[src/rtl/gp_regfile_pkg.sv]
// Shared definitions for the general-purpose register file slice.
// Holds the default operand width and register count used across the
// codebase, and the state encoding of the sequential-clear controller.
package gp_regfile_pkg;

    localparam int DEF_OPERAND_SIZE = 8;
    localparam int DEF_NUM_REGS     = 8;

    typedef enum logic {
        IDLE  = 1'b0,
        CLEAR = 1'b1
    } state_t;

endpackage

[src/rtl/gp_regfile_rdport.sv]
// One registered read port of the register file.
// Ports:
//   clk, reset        - falling-edge clock, synchronous active-low reset
//   en, addr          - read request
//   clearing          - file is being cleared; the read is refused
//   wr_en/addr/data   - the write actually committed on this edge (bypass source)
//   reg_file, pend    - current register contents and pending bits
//   data, valid       - registered read result
module gp_regfile_rdport
    import gp_regfile_pkg::*;
#(
    parameter int OPERAND_SIZE = DEF_OPERAND_SIZE,
    parameter int NUM_REGS     = DEF_NUM_REGS,
    localparam int ADDR_W      = $clog2(NUM_REGS)
) (
    input  logic                                   clk,
    input  logic                                   reset,
    input  logic                                   en,
    input  logic [ADDR_W-1:0]                      addr,
    input  logic                                   clearing,
    input  logic                                   wr_en,
    input  logic [ADDR_W-1:0]                      wr_addr,
    input  logic [OPERAND_SIZE-1:0]                wr_data,
    input  logic [NUM_REGS-1:0][OPERAND_SIZE-1:0]  reg_file,
    input  logic [NUM_REGS-1:0]                    pend,
    output logic [OPERAND_SIZE-1:0]                data,
    output logic                                   valid
);

    logic hit;
    logic usable;

    // A same-edge write both supplies the data and satisfies a pending register.
    assign hit    = wr_en && (wr_addr == addr);
    assign usable = en && !clearing && (hit || !pend[addr]);

    always_ff @(negedge clk) begin
        if (!reset) begin
            data  <= '0;
            valid <= 1'b0;
        end else begin
            valid <= usable;
            if (usable) begin
                data <= hit ? wr_data : reg_file[addr];
            end
        end
    end

endmodule

[src/rtl/gp_regfile_mp.sv]
// Multi-port general-purpose register file: one write port, two registered
// read ports with write bypass, a per-register pending scoreboard and a
// sequential whole-file clear. All state changes on the falling clock edge.
// Ports:
//   clk, reset                  - falling-edge clock, synchronous active-low reset
//   wr_en, wr_addr, wr_data     - write request
//   rd0_*/rd1_*                 - read requests and registered results
//   rsv_en, rsv_addr            - mark a register pending
//   pend_vec                    - per-register pending bits
//   clear_req, clear_busy       - start / status of the sequential clear
module gp_regfile_mp
    import gp_regfile_pkg::*;
#(
    parameter int OPERAND_SIZE = DEF_OPERAND_SIZE,
    parameter int NUM_REGS     = DEF_NUM_REGS,
    localparam int ADDR_W      = $clog2(NUM_REGS)
) (
    input  logic                    clk,
    input  logic                    reset,
    input  logic                    wr_en,
    input  logic [ADDR_W-1:0]       wr_addr,
    input  logic [OPERAND_SIZE-1:0] wr_data,
    input  logic                    rd0_en,
    input  logic [ADDR_W-1:0]       rd0_addr,
    input  logic                    rd1_en,
    input  logic [ADDR_W-1:0]       rd1_addr,
    output logic [OPERAND_SIZE-1:0] rd0_data,
    output logic [OPERAND_SIZE-1:0] rd1_data,
    output logic                    rd0_valid,
    output logic                    rd1_valid,
    input  logic                    rsv_en,
    input  logic [ADDR_W-1:0]       rsv_addr,
    output logic [NUM_REGS-1:0]     pend_vec,
    input  logic                    clear_req,
    output logic                    clear_busy
);

    localparam logic [ADDR_W-1:0] LAST_IDX = ADDR_W'(NUM_REGS - 1);

    state_t                                 state;
    state_t                                 next_state;
    logic [ADDR_W-1:0]                      idx;
    logic [NUM_REGS-1:0][OPERAND_SIZE-1:0]  regs;
    logic [NUM_REGS-1:0]                    pend;
    logic                                   clearing;
    logic                                   wr_act;

    assign clearing   = (state == CLEAR);
    assign wr_act     = wr_en && !clearing;
    assign clear_busy = clearing;
    assign pend_vec   = pend;

    always_ff @(negedge clk) begin
        if (!reset) begin
            state <= IDLE;
        end else begin
            state <= next_state;
        end
    end

    always_comb begin
        next_state = state;
        case (state)
            IDLE:    if (clear_req) next_state = CLEAR;
            CLEAR:   if (idx == LAST_IDX) next_state = IDLE;
            default: next_state = IDLE;
        endcase
    end

    // Reserve is applied after the write so it wins on a shared address.
    always_ff @(negedge clk) begin
        if (!reset) begin
            regs <= '0;
            pend <= '0;
            idx  <= '0;
        end else if (clearing) begin
            regs[idx] <= '0;
            pend[idx] <= 1'b0;
            idx       <= (idx == LAST_IDX) ? '0 : idx + 1'b1;
        end else begin
            if (wr_en) begin
                regs[wr_addr] <= wr_data;
                pend[wr_addr] <= 1'b0;
            end
            if (rsv_en) begin
                pend[rsv_addr] <= 1'b1;
            end
        end
    end

    gp_regfile_rdport #(
        .OPERAND_SIZE(OPERAND_SIZE),
        .NUM_REGS    (NUM_REGS)
    ) u_rd0 (
        .clk      (clk),
        .reset    (reset),
        .en       (rd0_en),
        .addr     (rd0_addr),
        .clearing (clearing),
        .wr_en    (wr_act),
        .wr_addr  (wr_addr),
        .wr_data  (wr_data),
        .reg_file (regs),
        .pend     (pend),
        .data     (rd0_data),
        .valid    (rd0_valid)
    );

    gp_regfile_rdport #(
        .OPERAND_SIZE(OPERAND_SIZE),
        .NUM_REGS    (NUM_REGS)
    ) u_rd1 (
        .clk      (clk),
        .reset    (reset),
        .en       (rd1_en),
        .addr     (rd1_addr),
        .clearing (clearing),
        .wr_en    (wr_act),
        .wr_addr  (wr_addr),
        .wr_data  (wr_data),
        .reg_file (regs),
        .pend     (pend),
        .data     (rd1_data),
        .valid    (rd1_valid)
    );

endmodule
[config.mk]
export PLATFORM = sky130hd
export DESIGN_NAME = gp_regfile_mp
export DESIGN_NICKNAME = d
export VERILOG_FILES = /design/src/rtl/gp_regfile_pkg.sv /design/src/rtl/gp_regfile_rdport.sv /design/src/rtl/gp_regfile_mp.sv
export SDC_FILE = /design/constraint.sdc
export NUM_CORES = 1
export LEC_CHECK = 0
export CORE_UTILIZATION = 55
export CTS_CLUSTER_SIZE = 28
export DETAILED_ROUTE_END_ITERATION = 12
export DONT_BUFFER_PORTS = 1
export GPL_TIMING_DRIVEN = 1
export PLACE_DENSITY = 0.7
export SETUP_SLACK_MARGIN = 0.1
export SYNTH_ARGS = -nofsm -noshare
export SYNTH_HDL_FRONTEND = slang
export SYNTH_SLANG_ARGS = --single-unit
export TNS_END_PERCENT = 50
[constraint.sdc]
create_clock -name clk -period 3.9 [get_ports clk]
set_input_delay 0.78 -clock clk [delete_from_list [all_inputs] [get_ports clk]]
set_output_delay 0.78 -clock clk [all_outputs]
set_load 0.01 [all_outputs]
# Word-level counts from Yosys, hierarchy flattened
# Cells that the tools add are included.
word_totals:
  ff_bits: 94
  latch_bits: 0
  ramBits: 0
  mem_bits_ro: 0
  output_inout_bits: 27
  wordCells: 83
  n_memories: 0
classes:
  add_sub_neg: 1
  multipliers: 0
  div: 0
  magnitude_cmp: 8
  n_eq_ne: 3
  n_shift: 0
  n_mux: 32
  n_bitwise: 8
  n_reduce_logical: 16
op_table:
  columns: ["operator", "count"]
  rows:
  - ["2-to-1 mux 64 bit", 2]
  - ["2-to-1 mux 8 bit", 11]
  - ["AND 64 bit", 1]
  - ["bitwise mux 64 bit", 1]
  - ["NOT 64 bit", 1]
  - ["binary-select mux 8 bit (select 3 bit)", 2]
  - ["demux 8 bit (select 3 bit)", 2]
  - ["< comparator 3 x 4 -> 1 bit (second input constant)", 5]
  - ["AND 8 bit", 2]
  - ["NOT 8 bit", 2]
  - ["logical AND 1 bit", 10]
  - ["demux 1 bit (select 3 bit)", 3]
  - [">= comparator 3 x 1 -> 1 bit (second input constant)", 3]
  - ["bitwise OR 8 bit", 1]
  - ["2-to-1 mux 1 bit", 7]
  - ["binary-select mux 1 bit (select 3 bit)", 2]
  - ["== test 3 bit", 2]
  - ["adder 3 x 1 -> 3 bit (second input constant)", 1]
  - ["== test 3 bit (second input constant)", 1]
  - ["logical NOT 1 bit", 3]
  - ["2-to-1 mux 3 bit", 1]
  - ["logical OR 1 bit", 2]
  - ["one-hot mux 1 bit (2 select lines)", 1]
  - ["nonzero test 2 bit", 1]
  - ["NOT 1 bit", 1]

# Longest topological paths before layout
# Gate-level depths: netlist (run 1).
logic_depth:
  depth_word: 12
  ltp_mapped: 7
  mapped_depth_nobuf: 5

# Modules after synthesis
# A second synthesis (run 1) with hierarchy kept.
hier_totals:
  cells_unflattened: 534
  hier_area_um2: 5180.0
by_module_without_submodules:
  columns: ["module", "instances", "cells_each", "area_each_um2", "seq_area_each_um2"]
  rows:
  - ["gp_regfile_mp", 1, 296, 3060.4, 1521.5]
  - ["gp_regfile_rdport", 2, 119, 1059.8, 180.2]

==> flow_metrics.py, run 1 <==
metrics = {
    "status": {
        "status": "finished, final reports clean",
    },
    "floorplanning": {
        "core-area_um2": 8340,
        "ios": 54,
        "floorplan.die.width_um": 95.4,
        "die_h_um": 95.4,
        "die_area_um2": 9100,
        "effective_utilization_at_floorplan_pct": 57.5,
        "num_rows": 33,
    },
    "place": {
        "placed_cells_incl_taps": 549,
        "place.port_buffers": 0,
        "place.gp.congestion": 0.816,
        "detailed_place_hpwl_mm": 8.48,
        "placedInstanceArea_um2": 4900,
    },
    "power": {
        "p_total_uw": 2120,
        "leakage_uw": 0.00241,
        "power.density_cell_area_nw_per_um2": 393,
        "vdd_ir_drop_max_mv": 0.267,
    },
    "synthesis": {
        "ys_seq_area_share_pct": 39.2,
        "syn-mean-instance-area_um2": 10.3,
        "synth_fp_nets": 496,
        "synth.cell_area_um2": 4800,
        "synth_warnings": 0,
        "ys_seq_elements": 94,
        "synth_cell_type_count": 35,
        "synth_cells": 467,
    },
    "sta": {
        "setup-tns-final_ns": 0,
        "final_hold_viol_count": 0,
        "clock-skew-final_ns": 0.0203,
        "max_slew_margin_pct": 61.3,
        "finalMaxSlewViolations": 0,
        "unrepaired_setup_endpoints_after_global_routing": "false",
        "finalSetupViolations": 0,
        "worstMarginPinSlew_ns": 0.579,
        "fin_worst_hold_slack_ns": 0.510,
    },
    "setup_path": {
        "critical_path_arrival_ns": 2.01,
        "ff2ff_setup_slack_ns": 1.96,
        "timing.critical_path.from": "rd1_addr[0]",
        "worst-endpoint-required_ns": 2.21,
        "critPathKind": "in -> reg",
        "startpoint_type": "input pin",
        "reg2reg_to": "pend_vec[3]",
        "critical_path_peak_fanout": 20,
        "timing.critical_path.to": "u_rd1.data[1]",
        "reg2reg_depth": 6,
        "timing.critical_path.to_type": "register",
        "crit-reg2reg-launch": "clear_busy",
    },
    "global_routing": {
        "grtUsageMet1_pct": 34.3,
        "global_route.usage.total_pct": 29.3,
        "groute.layer.met3.usage_pct": 12.5,
        "grt_start_max_net_pins": 37,
        "grt_use_met2_pct": 44.9,
        "grt_first_pass_wirelength_mm": 20.0,
        "antenna_violations_before_repair": 0,
        "globalRoute.busiestLayer": "met2",
        "grt-ovfl-total": 0,
        "number_of_global_route_vias_before_repair": 4303,
    },
    "final_layout": {
        "share_of_post_route_cells_with_drive_strength_above_1_pct": 15.0,
        "finalInstanceArea_um2": 5410,
        "insertedDiodeCount": 0,
        "fin_cells": 658,
        "syn_to_final_growth_pct": 12.7,
        "regArea_um2": 1880,
        "multi_input_comb_area_um2": 2710,
        "fillerInstances": 705,
        "nNetsFinal": 577,
    },
    "route": {
        "drc": 0,
        "total_iterations_of_the_first_detailed_routing_run": 5,
        "first_iter_violations": 328,
        "drt-wirelength-per-cell_um": 18.7,
        "postRouteWirelength_mm": 12.3,
        "vias": 4082,
        "antenna_left": 0,
        "vias_per_cell": 6.20,
    },
    "clocking": {
        "post_cts_resized": 0,
        "insertion_delay_ns": 0.42,
        "post-cts-setup-buffers": 0,
        "numCtsBuffers": 9,
        "cts.root.buffer_cell": "sky130_fd_sc_hd__clkbuf_8",
        "clk_transition_reported_paths_ns": 0.04,
        "postCtsHoldBufs": 0,
        "ctsHtreeMaxLevel": 3,
        "tritoncts_num_sinks": 94,
        "tritoncts": "done",
        "clock_path_buffers": 2,
    },
    "job": {
        "maxCapViolations": 0,
    },
    "hold_path": {
        "hold_path_class": "reg -> reg",
    },
}
==> state kept, by name, indices dropped and copies added (netlist names) <==
| register | cells |
|---|---|
| u_rd0.valid | 1 |
| idx | 3 |
| regs | 64 |
| u_rd0.data | 8 |
| u_rd1.valid | 1 |
| pend_vec | 8 |
| u_rd1.data | 8 |
| clear_busy | 1 |
==> cell usage after synthesis <==
| cell type | instances | area share, % |
|---|---|---|
| sky130_fd_sc_hd__nor2_1 | 79 | 6.2 |
| sky130_fd_sc_hd__nor2b_1 | 5 | 0.65 |
| sky130_fd_sc_hd__clkbuf_2 | 2 | 0.21 |
| sky130_fd_sc_hd__nor3b_1 | 1 | 0.16 |
| sky130_fd_sc_hd__xnor2_1 | 6 | 1.1 |
| sky130_fd_sc_hd__a21oi_2 | 3 | 0.55 |
| sky130_fd_sc_hd__a41oi_2 | 1 | 0.34 |
| sky130_fd_sc_hd__a41o_1 | 2 | 0.42 |
| sky130_fd_sc_hd__nand4_1 | 4 | 0.52 |
| sky130_fd_sc_hd__nor2_2 | 3 | 0.39 |
| sky130_fd_sc_hd__buf_6 | 3 | 0.70 |
| sky130_fd_sc_hd__buf_1 | 8 | 0.63 |
| sky130_fd_sc_hd__clkbuf_1 | 14 | 1.1 |
| sky130_fd_sc_hd__nand3_1 | 3 | 0.31 |
| sky130_fd_sc_hd__inv_1 | 2 | 0.16 |
| sky130_fd_sc_hd__and3b_1 | 1 | 0.18 |
| sky130_fd_sc_hd__nor3_2 | 3 | 0.63 |
| sky130_fd_sc_hd__buf_4 | 5 | 0.78 |
| sky130_fd_sc_hd__nand2_1 | 36 | 2.8 |
| sky130_fd_sc_hd__nor3_4 | 1 | 0.34 |
| sky130_fd_sc_hd__a21oi_1 | 3 | 0.31 |
| sky130_fd_sc_hd__or2_0 | 2 | 0.26 |
| sky130_fd_sc_hd__nor4_4 | 1 | 0.44 |
| sky130_fd_sc_hd__buf_2 | 10 | 1.0 |
| sky130_fd_sc_hd__o211ai_1 | 16 | 2.5 |
| sky130_fd_sc_hd__or3b_4 | 1 | 0.23 |
| sky130_fd_sc_hd__dfxtp_1 | 94 | 39 |
| sky130_fd_sc_hd__nand2b_1 | 4 | 0.52 |
| sky130_fd_sc_hd__mux2i_1 | 39 | 8.1 |
| sky130_fd_sc_hd__ha_1 | 2 | 0.52 |
| sky130_fd_sc_hd__nand3b_1 | 4 | 0.63 |
| sky130_fd_sc_hd__a22oi_1 | 70 | 11 |
| sky130_fd_sc_hd__clkinv_1 | 1 | 0.078 |
| sky130_fd_sc_hd__mux4_2 | 34 | 16 |
| sky130_fd_sc_hd__a31oi_2 | 4 | 1.0 |
==> cell type report <==
cell class / instances / share of cell area, %
inverter: 2 / 0.139
tap: 105 / 2.43
clock buffer: 9 / 2.29
multi-input combinational: 328 / 50.0
timing repair buffer: 19 / 3.10
clock inverter: 101 / 7.20
sequential: 94 / 34.8
==> how the worst min path moves through the flow <==
stage	start	end	slack, ns	cells past startpoint
finish	u_rd0.data[7]	u_rd0.data[7]	0.51	2
detailed placement	regs[30]	regs[30]	0.50	2
global route	u_rd0.data[6]	u_rd0.data[6]	0.54	2
CTS	u_rd0.data[7]	u_rd0.data[7]	0.51	2
global placement	regs[51]	regs[51]	0.49	2
floorplan	regs[10]	regs[10]	0.48	2
==> per-stage QoR <==
| step | setup slack, ns | util, % |
|---|---|---|
| after detailed placement | -0.213 | 58.7 |
| final | 0.204 | 64.8 |
| after global routing | 0.187 | 64.8 |
| after CTS | 0.206 | 64.8 |
| after floorplan | -0.0894 | - |
| after global placement | -0.168 | 58.7 |
==> worst max-delay path: stages <==
cell and delay, ns:
sky130_fd_sc_hd__mux4_2 0.47, sky130_fd_sc_hd__or2_0 0.21, sky130_fd_sc_hd__a41o_1 0.36, sky130_fd_sc_hd__mux2i_1 0.19
==> cell usage in the layout (no fill, tap or decap), drive strengths merged, types with 2 or more instances in the layout <==
cell / Yosys / final
inv: 2 / 103
dfxtp: 94 / 94
nor2: 82 / 82
a22oi: 70 / 70
mux2i: 39 / 39
nand2: 36 / 36
mux4: 34 / 34
buf: 26 / 19
o211ai: 16 / 16
clkbuf: 16 / 9
xnor2: 6 / 6
a21oi: 6 / 6
nor2b: 5 / 5
nand2b: 4 / 4
a31oi: 4 / 4
nand4: 4 / 4
nand3b: 4 / 4
nor3: 4 / 4
nand3: 3 / 3
or2: 2 / 2
a41o: 2 / 2
ha: 2 / 2
==> cell families (layout without fill, tap and decap cells) <==
group,Yosys count,after routing,synth area share [%]
xor+xnor,6,6,1.10
fa+ha+maj,2,2,0.521
compound gates,99,99,16.1
buf+inv,45,131,4.69
mux,73,73,24.1
simple gates,148,148,14.3
flops,94,94,39.2
==> report_power, final <==
part / internal, uW / switching, uW
clock network: 353 / 595
registers: 987 / 21.9
logic: 83.3 / 82.4
==> routing by layer <==
layer / wire [um] / up-vias
met5: 0 / -
met1: 5140 / 1969
li1: - / 1904
met3: 1160 / 18
met4: 170 / 0
met2: 5820 / 191
Note: power is estimated with default switching activity, not from simulation.
==> inputs of run 2 (changes only) <==
--- a/config.mk
+++ b/config.mk
@@ -6,6 +6,7 @@
 export NUM_CORES = 1
 export LEC_CHECK = 0
 export CORE_UTILIZATION = 55
+export CTS_BUF_LIST = sky130_fd_sc_hd__clkbuf_4 sky130_fd_sc_hd__clkbuf_8
 export CTS_CLUSTER_SIZE = 28
 export DETAILED_ROUTE_END_ITERATION = 12
 export DONT_BUFFER_PORTS = 1
==> results of run 2 <==
The final DEF is identical to that of run 1; final timing and power are the same.
